<file path="config.mk">
export PLATFORM = sky130hd
export DESIGN_NAME = fetch_unit
export DESIGN_NICKNAME = d
export VERILOG_FILES = /design/src/rtl/fetch_unit.sv
export SDC_FILE = /design/constraint.sdc
export NUM_CORES = 1
export LEC_CHECK = 0
export ABC_AREA = 1
export ABC_CLOCK_PERIOD_IN_PS = 3070
export BUFFER_PORTS_ARGS = -buffer_cell sky130_fd_sc_hd__buf_2
export CAP_MARGIN = 20
export CORE_UTILIZATION = 35
export CTS_CLUSTER_DIAMETER = 100
export CTS_CLUSTER_SIZE = 28
export DETAILED_ROUTE_END_ITERATION = 12
export PLACE_DENSITY = 0.57
export SLEW_MARGIN = 5
export SYNTH_ARGS = -nofsm -noshare
export SYNTH_HDL_FRONTEND = slang
export SYNTH_SLANG_ARGS = --single-unit
export TNS_END_PERCENT = 100
</file>
<file path="constraint.sdc">
create_clock -name clk -period 3.07 [get_ports clk]
set_input_delay 0.4605 -clock clk [delete_from_list [all_inputs] [get_ports clk]]
set_output_delay 0.4605 -clock clk [all_outputs]
set_load 0.01 [all_outputs]
</file>
<file path="src/rtl/fetch_unit.sv">
// fetch_unit: MIPS fetch stage (PC, imem handshake, next-PC); FETCH_PERF_CNT_EN adds fetch_count
module fetch_unit #(
    parameter logic [31:0] RESET_PC = 32'h0000_0000
) (
    input  logic        clk,
    input  logic        reset,
    output logic        imem_req,
    output logic [31:0] imem_addr,
    input  logic        imem_ready,
    input  logic [31:0] imem_rdata,
    output logic [31:0] instr,
    output logic        instr_valid,
    output logic [31:0] pc,
    output logic [31:0] pc_plus4,
    input  logic        branch,
    input  logic        zero,
    input  logic        jump,
    input  logic        stall
`ifdef FETCH_PERF_CNT_EN
    ,
    output logic [31:0] fetch_count
`endif
);
    typedef enum logic [1:0] {IDLE, FETCH, EXEC} state_t;
    state_t state;
    logic [31:0] next_pc;
    assign imem_req  = state == FETCH;
    assign imem_addr = pc;
    assign pc_plus4  = pc + 32'd4;
    always_comb
        next_pc = jump ? {pc_plus4[31:28], instr[25:0], 2'b00} :
                  (branch && zero) ? pc_plus4 + {{14{instr[15]}}, instr[15:0], 2'b00} :
                  pc_plus4;
    always_ff @(posedge clk) begin
        if (reset) begin
            state       <= IDLE;
            pc          <= RESET_PC;
            instr       <= '0;
            instr_valid <= 1'b0;
        end else begin
            case (state)
                IDLE: state <= FETCH;
                FETCH: if (imem_ready) begin
                    instr       <= imem_rdata;
                    instr_valid <= 1'b1;
                    state       <= EXEC;
                end
                EXEC: if (!stall) begin
                    pc          <= next_pc;
                    instr_valid <= 1'b0;
                    state       <= FETCH;
                end
                default: state <= IDLE;
            endcase
        end
    end
`ifdef FETCH_PERF_CNT_EN
    always_ff @(posedge clk) begin
        if (reset)
            fetch_count <= '0;
        else if (state == EXEC && !stall)
            fetch_count <= fetch_count + 32'd1;
    end
`endif
endmodule

</file>
==> impl_metrics.tcl, run 1 <==
set metrics [dict create \
    synthMostInstantiatedCell "nand2_1" \
    cts_made_buffers 9 \
    grt_max_degree 47 \
    wl_um 22900 \
    p_leak_nw 4.37 \
    max-vdd-ir-drop_uv 302 \
    slew_headroom_pct 36.5 \
    dpl.hpwl_um 18200 \
    cts.sinks 65 \
    r2r_start "imem_addr[3]" \
    core_sq_um 17400 \
    hold_depth 3 \
    crit_start "imem_addr[3]" \
    synth.distinct_cells 40 \
    grt_pass1_wl_um 34700 \
    path_class "reg -> reg" \
    gp_congestion 0.950 \
    ys_ff_latch 65 \
    syn_area_sq_um 6260 \
    setup_viol 0 \
    drv_cap 0 \
    synth_warnings 0 \
    htreeDepth 3 \
    whs_ns 0.370 \
    die_area_sq_um 18400 \
    routedWlPerCell_um 15.3 \
    ant_nets 0 \
    ys_async_sr_fraction_pct 0 \
    min_period_over_period_pct 94.8 \
    synth_commonest_cells "332 x nand2_1, 153 x inv_1, 133 x nor2_1" \
    p_per_area_nw_per_um2 332 \
    cts_root_buffer "clkbuf_16" \
    firstDrtPassIters 7 \
    ios 169 \
    r2r-end "imem_addr[28]" \
    ys_seq_area_share_pct 20.8 \
    antennaDiodeCount 0 \
    synth_edf_count 0 \
    layout_min_cycle_time_ns 2.91 \
    crit_arrival_ns 3.10 \
    cts_buffer_depth 2 \
    drt_iter0_markers 591 \
    rows 48 \
    initial_core_util_pct 36.1 \
    clock.fmax_ghz 0.343 \
    fin_nets 1345 \
    clk_pin_slew_worst_paths_ns 0.06 \
    drc 0 \
    antenna_found_initial 0 \
    synthFlopType "dfxtp_1" \
    worstSetupEndpoint "imem_addr[28]" \
    viasPerCell 4.83 \
    hold_violations 0 \
    vias 7219 \
    status "finished, final reports clean" \
    worstPathMaxFanout 4 \
    netlist_instances 1084 \
    die_w_um 136 \
    tightest_slew_ns 0.951 \
    skew_ns 0.00610 \
    synth_top_cell_area_share_pct 20.8 \
    gr-total-overflow 0 \
    slew_violations 0 \
    io_buffers 162 \
    hold_path_class "in -> reg" \
    postSynthAreaPerCell_sq_um 5.77 \
    ff2ff_setup_slack_ns 0.16 \
    grt_pass1_vias 6540 \
    syn_to_final_growth_pct 32.3 \
    pre_cts_slack_ns -0.133 \
    grt_util_all_layers_pct 24.6 \
    die_h_um 136 \
    clkLatencyLatePin_ns 0.34 \
    reg2regPathDepth 21 \
    drive_gt1_share_pct 29.0 \
    cp.required_ns 3.26 \
    cts_hold_buffers 0 \
    layout_setup_ws_ns 0.159 \
    critPathLaunchType "flop" \
    ys_top_cells_by_area "dfxtp_1 21%, nand2_1 20%, inv_1 9.2%" \
    synth_top_area_cell "dfxtp_1" \
    crit_path_end_kind "flop" \
    cts_tree "built" \
]
## critical path: stages (launching register included)
cell     delay [ns]
dfxtp_1        0.33
buf_4          0.13
nand2_2        0.09
nor2_4         0.15
nand2_1        0.12
nor2_1         0.12
nand2_1        0.08
xor2_1         0.15
buf_4          0.16
ha_1           0.32
nand2_1        0.08
nand2_1        0.07
inv_1          0.06
nand2_1        0.08
a21oi_1        0.18
nor2_1         0.09
nor2_1         0.13
nand2_1        0.06
nand2_1        0.06
nand3_1        0.12
nand2_1        0.11
a21oi_1        0.06
## worst min path at each step
stage	from	to
final	imem_rdata[27]	instr[27]
after global routing	imem_rdata[5]	instr[5]
after CTS	imem_rdata[27]	instr[27]
after detailed placement	instr_valid	instr_valid
after global placement	instr_valid	instr_valid
after floorplan	state[1]	state[1]
## logic make-up after synthesis
family / Yosys count / share of synthesized area (%)
and+or+nand+nor: 576 / 38.7
xor gates and xnor gates: 22 / 3.20
other: 1 / 0.0599
adders and majority gates: 40 / 8.12
AOI/OAI and AO/OA: 161 / 13.8
DFF: 65 / 20.8
buffers and inverters: 219 / 15.3
## final cells by class
cell class,instances,area [sq um]
well taps,225,282
multi-input cells,805,4430
repair buffers,229,1350
clock inverters,6,90.1
flip-flops and latches,65,1310
fillers,1859,9070
clock buffers,10,239
inverters,156,586
## placed cells by master (no fill, tap or decap), types with 3 or more instances in the layout
cell / n
inv_2: 9
nand2_1: 316
dfxtp_1: 60
nor2_2: 22
clkbuf_16: 9
conb_1: 6
o21ai_1: 10
o211ai_1: 6
xor2_2: 9
nor3_2: 3
nand2_2: 24
nand4_1: 10
buf_2: 162
o21bai_1: 4
nor2_4: 9
nor3_1: 4
o21ai_0: 49
or2_2: 5
nand3_1: 61
and2_1: 3
ha_1: 26
xor2_1: 8
nor2_1: 110
a21oi_1: 74
dfxtp_2: 4
a21oi_2: 13
inv_1: 147
buf_4: 65
ha_4: 11
## state kept, by name, summed over array words and instances, names as in the netlist
| signal | flops |
|---|---|
| state | 2 |
| instr_valid | 1 |
| instr | 32 |
| imem_addr | 30 |
## report_power, final
group          total [W]  internal (W)  leakage [nW]  switching [W]
clock network    0.00113      0.000735         0.159       0.000396
logic           0.000652      0.000254          3.68       0.000397
registers       0.000970      0.000903         0.532      0.0000669
total            0.00275       0.00189          4.37       0.000860
## what timing repair did
item	CTS	global route
endpoints found under the hold margin	0	0
setup buffers	0	4
gates resized for setup	3	99
pin swaps	0	16
endpoints found under the setup margin	10	21
## metrics by stage
stage               power [W]  utilization (%)  area (sq um)  cells  setup TNS [ns]
global route          0.00288             47.7          8280   1496         -0.0390
floorplan             0.00135                -          6280   1089               0
global placement      0.00158             43.1          7470   1475          -0.468
finish                0.00275             47.7          8280   1496               0
CTS                   0.00271             45.0          7810   1491               0
detailed placement    0.00158             43.1          7470   1475          -0.535
## metal layers
layer  vias up  GRT usage [%]  share of wire (%)  wire (um)
met3        33           3.82                6.7       1550
met4         0           8.74                2.3        525
met1      3194           34.1                 46      10600
li1       3725              -                  -          -
met5         -              0                  0          0
met2       267           38.2                 45      10200
No activity file was read; power rests on OpenSTA's default activity.
==> run 2, diff against run 1 <==
--- a/config.mk
+++ b/config.mk
@@ -5,15 +5,14 @@
 export SDC_FILE = /design/constraint.sdc
 export NUM_CORES = 1
 export LEC_CHECK = 0
-export ABC_AREA = 1
 export ABC_CLOCK_PERIOD_IN_PS = 3070
 export BUFFER_PORTS_ARGS = -buffer_cell sky130_fd_sc_hd__buf_2
 export CAP_MARGIN = 20
-export CORE_UTILIZATION = 35
+export CORE_UTILIZATION = 50
 export CTS_CLUSTER_DIAMETER = 100
 export CTS_CLUSTER_SIZE = 28
 export DETAILED_ROUTE_END_ITERATION = 12
-export PLACE_DENSITY = 0.57
+export PLACE_DENSITY = 0.79
 export SLEW_MARGIN = 5
 export SYNTH_ARGS = -nofsm -noshare
 export SYNTH_HDL_FRONTEND = slang
==> run 2 against run 1 <==
  * The flow now finishes with violations (negative setup slack)
  * Non-clock buffer count grew 75
  * Die area shrank 40%
  * Clock-buffer cell count stayed put
  * Maximum frequency fell by 8.4%
  * Critical path depth fell by 6
  * Synthesized area shrank 15%
  * Critical path type unchanged
  * Critical endpoint is now imem_addr[25]
  * Largest cell class unchanged
==> impl_metrics.tcl, run 2 <==
set metrics [dict create \
    drive_gt1_share_pct 46.0 \
    setup_viol 14 \
    p_leak_nw 3.86 \
    antennaDiodeCount 0 \
    synth_commonest_cells "124 x nand2_1, 85 x a21oi_1, 65 x dfxtp_1" \
    busiest_layer "met2" \
    fin_nets 1032 \
    hold_violations 0 \
    top_register "instr" \
    crit_path_end_kind "flop" \
    crit_arrival_ns 3.41 \
    drc 0 \
    dpl_cell_area_sq_um 7080 \
    die_w_um 105 \
    worstPathMaxFanout 5 \
    largest_reg_flops 32 \
    syn_area_sq_um 5320 \
    cts.sinks 65 \
    antenna_found_initial 0 \
    ios 169 \
    clk_pin_slew_worst_paths_ns 0.08 \
    gr-usage-met2_pct 59.8 \
    grt_util_all_layers_pct 34.9 \
    cts_made_buffers 9 \
    met3_usage_pct 6.18 \
    drv_cap 0 \
    ys_async_sr_fraction_pct 0 \
    firstDrtPassIters 5 \
    crit_start "imem_addr[2]" \
    ys_seq_area_share_pct 24.5 \
    synth_edf_count 0 \
    reg2regPathDepth 15 \
    critPathLaunchType "flop" \
    ys_ff_latch 65 \
    htreeDepth 3 \
    routedWlPerCell_um 18.5 \
    layout_commonest_cell "buf_2" \
    synthFlopType "dfxtp_1" \
    ant_nets 0 \
    p_per_area_nw_per_um2 286 \
    tightest_slew_ns 0.595 \
    r2r_start "imem_addr[2]" \
    fin_setup_tns_ns -0.941 \
    cts_tree "built" \
    synthMostInstantiatedCell "nand2_1" \
    synth_top_area_cell "dfxtp_1" \
    path_class "reg -> reg" \
    crit_path_cell_trace "ha_4 -> and3_4 -> buf_6 -> buf_12 -> xor2_4 -> ha_4 -> a211oi_2 -> buf_4 -> o211a_1 -> a211oi_4 -> o211ai_4 -> a31oi_4 -> mux2i_1 -> a31oi_1 -> o22ai_1" \
    rsz0062_at_grt "true" \
    cts_buffer_depth 2 \
    crit_top_cell "ha_4" \
    min_period_over_period_pct 103 \
    clkLatencyLatePin_ns 0.37 \
    skew_ns 0.0126 \
    initial_core_util_pct 51.5 \
    ys_top_cells_by_area "dfxtp_1 24%, ha_1 9.2%, nand2_1 8.8%" \
    postLayoutCellArea_sq_um 7930 \
    violations "negative setup slack" \
    cpPeakStageDelay_ns 0.37 \
    synth_top_cell_area_share_pct 24.5 \
    slew_violations 0 \
    hold_depth 3 \
    grt_max_degree 39 \
    core_sq_um 10300 \
    worstSetupEndpoint "imem_addr[25]" \
    die_area_sq_um 11000 \
    netlist_instances 702 \
    max-vdd-ir-drop_uv 323 \
    final_cell_mix "162 x buf_2, 133 x buf_4, 119 x nand2_1" \
    grt_pass1_vias 6142 \
    r2r-end "imem_addr[25]" \
    grtUsageMet1_pct 42.1 \
    slew_headroom_pct 60.0 \
    gp_congestion 0.952 \
    vias 6429 \
    viasPerCell 5.88 \
    synth_warnings 0 \
    clock.fmax_ghz 0.315 \
    grt_pass1_wl_um 30500 \
    slowest_stage "dfxtp_4" \
    layout_setup_ws_ns -0.107 \
    hold_path_class "in -> reg" \
    syn_to_final_growth_pct 49.1 \
    postSynthAreaPerCell_sq_um 7.57 \
    cp.required_ns 3.30 \
    cts_root_buffer "clkbuf_8" \
    layout_min_cycle_time_ns 3.18 \
    drt_iter0_markers 380 \
    wl_um 20200 \
    ff2ff_setup_slack_ns -0.11 \
    io_buffers 162 \
    rows 37 \
    status "complete, but fails checks" \
    die_h_um 105 \
    dpl.hpwl_um 14000 \
    gr-total-overflow 0 \
    synth.distinct_cells 68 \
]
run 2: stage by stage:
| stage | hold slack (ns) | std cells | utilization, % | total power, W | setup WS [ns] |
|---|---|---|---|---|---|
| after floorplan | 0.481 | 707 | - | 0.00122 | -0.0782 |
| after global placement | 0.441 | 1063 | 68.5 | 0.00140 | -0.147 |
| final | 0.328 | 1094 | 76.8 | 0.00227 | -0.107 |
| after CTS | 0.324 | 1086 | 73.8 | 0.00224 | -0.0514 |
| after detailed placement | 0.451 | 1063 | 68.5 | 0.00142 | -0.144 |
| after global routing | 0.330 | 1094 | 76.8 | 0.00235 | -0.267 |
run 2: kinds of logic (layout without fill, tap and decap cells):
group	Yosys count	in the layout	share of synthesized area [%]
compound gates	203	203	25.3
mux	7	7	1.41
flops	65	65	24.5
xor+xnor	50	50	8.38
fa+ha+maj	40	40	9.56
simple gates	255	255	22.6
other cells	1	6	0.0706
buf+inv	81	332	8.29
run 2: timing repair:
item / CTS / global route
setup endpoints to repair: 14 / 20
buffers inserted: 7 / 9
endpoints found under the hold margin: 0 / 0
pin swaps: 27 / 26
hold buffers: 0 / 0
resized for setup: 44 / 47
run 2: layout make-up:
| cell class | count | area, sq um |
|---|---|---|
| clock buffer | 10 | 149 |
| clock inverter | 6 | 63.8 |
| fill | 794 | 2400 |
| inverter | 12 | 45.0 |
| multi-input combinational | 561 | 4250 |
| sequential | 65 | 1330 |
| tap | 136 | 170 |
| timing repair buffer | 304 | 1920 |
run 2: worst max-delay path, delay by kind of cell, from the launching register on:
| kind | cells | cell delay, ns |
|---|---|---|
| muxes | 1 | 0.15 |
| and+or+nand+nor | 1 | 0.19 |
| adders and majority gates | 2 | 0.39 |
| xor gates and xnor gates | 1 | 0.22 |
| DFF | 1 | 0.37 |
| AOI/OAI and AO/OA | 7 | 1.33 |
| buffers and inverters | 3 | 0.39 |
run 2: worst min path at each step:
stage | startpoint | end | slack [ns]
2_1_floorplan | instr[26] | instr[26] | 0.48
3_3_place_gp | instr[28] | instr[28] | 0.44
3_5_place_dp | instr[29] | instr[29] | 0.45
4_1_cts | imem_rdata[27] | instr[27] | 0.32
5_1_grt | imem_rdata[0] | instr[0] | 0.33
6_report | imem_rdata[27] | instr[27] | 0.33
run 2: per-layer routing:
metal	vias up	wire, um
li1	2972	-
met1	3048	7910
met2	335	9960
met3	74	1480
met4	0	860
met5	-	0
run 2: where the power goes:
part | total (W) | internal, W | switching (W)
combinational | 0.000528 | 0.000219 | 0.000310
clock | 0.000819 | 0.000425 | 0.000395
sequential | 0.000922 | 0.000879 | 0.0000430
==> run 3, diff against run 2 <==
--- a/config.mk
+++ b/config.mk
@@ -5,6 +5,7 @@
 export SDC_FILE = /design/constraint.sdc
 export NUM_CORES = 1
 export LEC_CHECK = 0
+export ABC_AREA = 1
 export ABC_CLOCK_PERIOD_IN_PS = 3070
 export BUFFER_PORTS_ARGS = -buffer_cell sky130_fd_sc_hd__buf_2
 export CAP_MARGIN = 20
@@ -12,9 +13,8 @@
 export CTS_CLUSTER_DIAMETER = 100
 export CTS_CLUSTER_SIZE = 28
 export DETAILED_ROUTE_END_ITERATION = 12
-export PLACE_DENSITY = 0.79
+export PLACE_DENSITY = 0.77
 export SLEW_MARGIN = 5
 export SYNTH_ARGS = -nofsm -noshare
 export SYNTH_HDL_FRONTEND = slang
 export SYNTH_SLANG_ARGS = --single-unit
-export TNS_END_PERCENT = 100
==> run 3 against run 2 <==
  * The run now ends clean
  * Via count grew 18%
  * Hold slack gained 0.049 ns
  * First-iteration DRC count grew 110%
  * Maximum frequency grew 8.9%
  * Sequential power grew 5.4%
  * Die area grew 17%
  * Power grew 14%
  * Sequential cell count is the same
  * Routed wire length grew 13%
  * Utilization shrank 8.4 points
  * Clock power grew 17%
  * Critical path depth grew 5
==> impl_metrics.tcl, run 3 (synthesis results as in run 1) <==
set metrics [dict create \
    r2r-end "imem_addr[27]" \
    dpl.hpwl_um 18000 \
    path_class "reg -> reg" \
    slew_violations 0 \
    syn_to_final_growth_pct 32.3 \
    reg2regPathDepth 20 \
    crit_path_cell_trace "buf_4 -> inv_1 -> nor2_4 -> nand2_1 -> o21bai_1 -> o21ai_0 -> inv_1 -> ha_1 -> nand2_1 -> inv_1 -> nand2_1 -> nand2_1 -> inv_1 -> nand2_1 -> a21oi_1 -> nand3_1 -> nand3_1 -> nand2_1 -> nand2_1 -> a21oi_1" \
    cp.required_ns 3.28 \
    clkLatencyLatePin_ns 0.33 \
    crit_top_cell "nand2_1" \
    routedWlPerCell_um 15.7 \
    pre_cts_slack_ns -0.116 \
    cts.sinks 65 \
    viasPerCell 5.23 \
    layout_min_cycle_time_ns 2.92 \
    drive_gt1_share_pct 29.3 \
    cpPeakStageDelay_ns 0.33 \
    io_buffers 162 \
    htreeDepth 3 \
    die_h_um 114 \
    clk_pin_slew_worst_paths_ns 0.06 \
    min_from "imem_rdata[28]" \
    largest_reg_flops 32 \
    cts_made_buffers 9 \
    vias 7616 \
    min_to "instr[28]" \
    grt_pass1_vias 6889 \
    rsz0062_at_grt "true" \
    hold_path_class "in -> reg" \
    ant_nets 0 \
    min_period_over_period_pct 95.0 \
    setup_viol 0 \
    worstPathMaxFanout 7 \
    drt_iter0_markers 787 \
    gp_congestion 0.945 \
    critPathLaunchType "flop" \
    slowest_stage "dfxtp_1" \
    cts_hold_buffers 0 \
    finalNonFillerCells 1456 \
    wl_um 22900 \
    dpl_cell_area_sq_um 7510 \
    r2r_start "imem_addr[2]" \
    clock.fmax_ghz 0.343 \
    drc 0 \
    grt_util_all_layers_pct 35.2 \
    firstDrtPassIters 5 \
    p_leak_nw 4.42 \
    cts_buffer_depth 2 \
    gr-total-overflow 0 \
    skew_ns 0.00622 \
    drv_cap 0 \
    dpl.cell_count 1434 \
    max-vdd-ir-drop_uv 341 \
    layout_setup_ws_ns 0.153 \
    cts_tree "built" \
    grt_pass1_wl_um 35200 \
    postLayoutCellArea_sq_um 8280 \
    layout_commonest_cell "nand2_1" \
    fin_nets 1362 \
    crit_arrival_ns 3.13 \
    cts_root_buffer "clkbuf_16" \
    crit_path_end_kind "flop" \
    ff2ff_setup_slack_ns 0.15 \
    hold_violations 0 \
    die_w_um 114 \
    nFillCells 1172 \
    top_register "instr" \
    antennaDiodeCount 0 \
    grt_max_degree 47 \
    hold_depth 3 \
    status "finished, final reports clean" \
    core_sq_um 12100 \
    p_per_area_nw_per_um2 313 \
    rows 40 \
    ios 169 \
    die_area_sq_um 13000 \
    tightest_slew_ns 0.828 \
    antenna_found_initial 0 \
    slew_headroom_pct 44.7 \
    fin_setup_tns_ns 0 \
    initial_core_util_pct 51.7 \
    final_cell_mix "321 x nand2_1, 162 x buf_2, 151 x inv_1" \
]
-- run 3: cell types whose count changed in the layout (fill, tap and decap cells not counted), moves of 9 or more --
| cell | previous run | this run |
|---|---|---|
| xnor2_2 | 13 | 1 |
| nand2_1 | 119 | 321 |
| a211oi_1 | 11 | 1 |
| nand3_1 | 12 | 62 |
| xnor2_1 | 18 | 3 |
| nand2_2 | 6 | 20 |
| o21ai_0 | 14 | 50 |
| inv_1 | 11 | 151 |
| nor3_1 | 12 | 3 |
| buf_4 | 133 | 82 |
| nor2_2 | 4 | 16 |
| a21o_1 | 11 | 1 |
| nor2_1 | 44 | 114 |
-- run 3: timing repair --
item | in CTS | in global routing
gates resized for setup | 8 | 87
pin swaps | 0 | 5
setup endpoints to repair | 7 | 20
setup buffers | 0 | 4
-- run 3: where the power goes --
group / internal [W] / total (W) / switching (W)
clock: 0.000569 / 0.000956 / 0.000387
sequential: 0.000904 / 0.000972 / 0.0000677
combinational: 0.000263 / 0.000666 / 0.000403
-- run 3: how the worst max path moves through the flow --
stage                  start       endpoint  cells past startpoint
2_1_floorplan   imem_addr[2]  imem_addr[11]                     18
3_3_place_gp   imem_addr[13]  imem_addr[31]                     18
3_5_place_dp   imem_addr[18]  imem_addr[24]                     18
4_1_cts         imem_addr[2]  imem_addr[15]                     18
5_1_grt        imem_addr[10]  imem_addr[29]                     20
6_report        imem_addr[2]  imem_addr[27]                     20
-- run 3: cell type report --
type | count | area [sq um] | share of cell area [%]
clock buffers | 12 | 246 | 2.98
clock inverters | 4 | 28.8 | 0.348
inverters | 156 | 586 | 7.07
multi-input cells | 805 | 4410 | 53.3
flip-flops and latches | 65 | 1320 | 15.9
well taps | 168 | 210 | 2.54
repair buffers | 246 | 1480 | 17.9
-- run 3: metrics by stage --
step	hold slack, ns	total power, W	util (%)
2_1_floorplan	0.457	0.00135	-
4_1_cts	0.369	0.00253	64.5
3_3_place_gp	0.449	0.00157	62.0
6_report	0.377	0.00259	68.3
3_5_place_dp	0.456	0.00158	62.0
5_1_grt	0.404	0.00270	68.3
-- run 3: routing by layer --
metal | GRT usage [%] | share of wire (%) | vias to the layer above
li1 | - | - | 3753
met1 | 48.1 | 44 | 3419
met2 | 55.5 | 44 | 376
met3 | 5.21 | 8.8 | 68
met4 | 14.1 | 3.7 | 0
met5 | 0 | 0 | -
-- run 3: critical path: cells and delay by family (launching register included) --
family,cells,cell delay (ns)
compound gates,4,0.49
simple gates,10,1.06
flops,1,0.33
buf+inv,5,0.61
fa+ha+maj,1,0.31
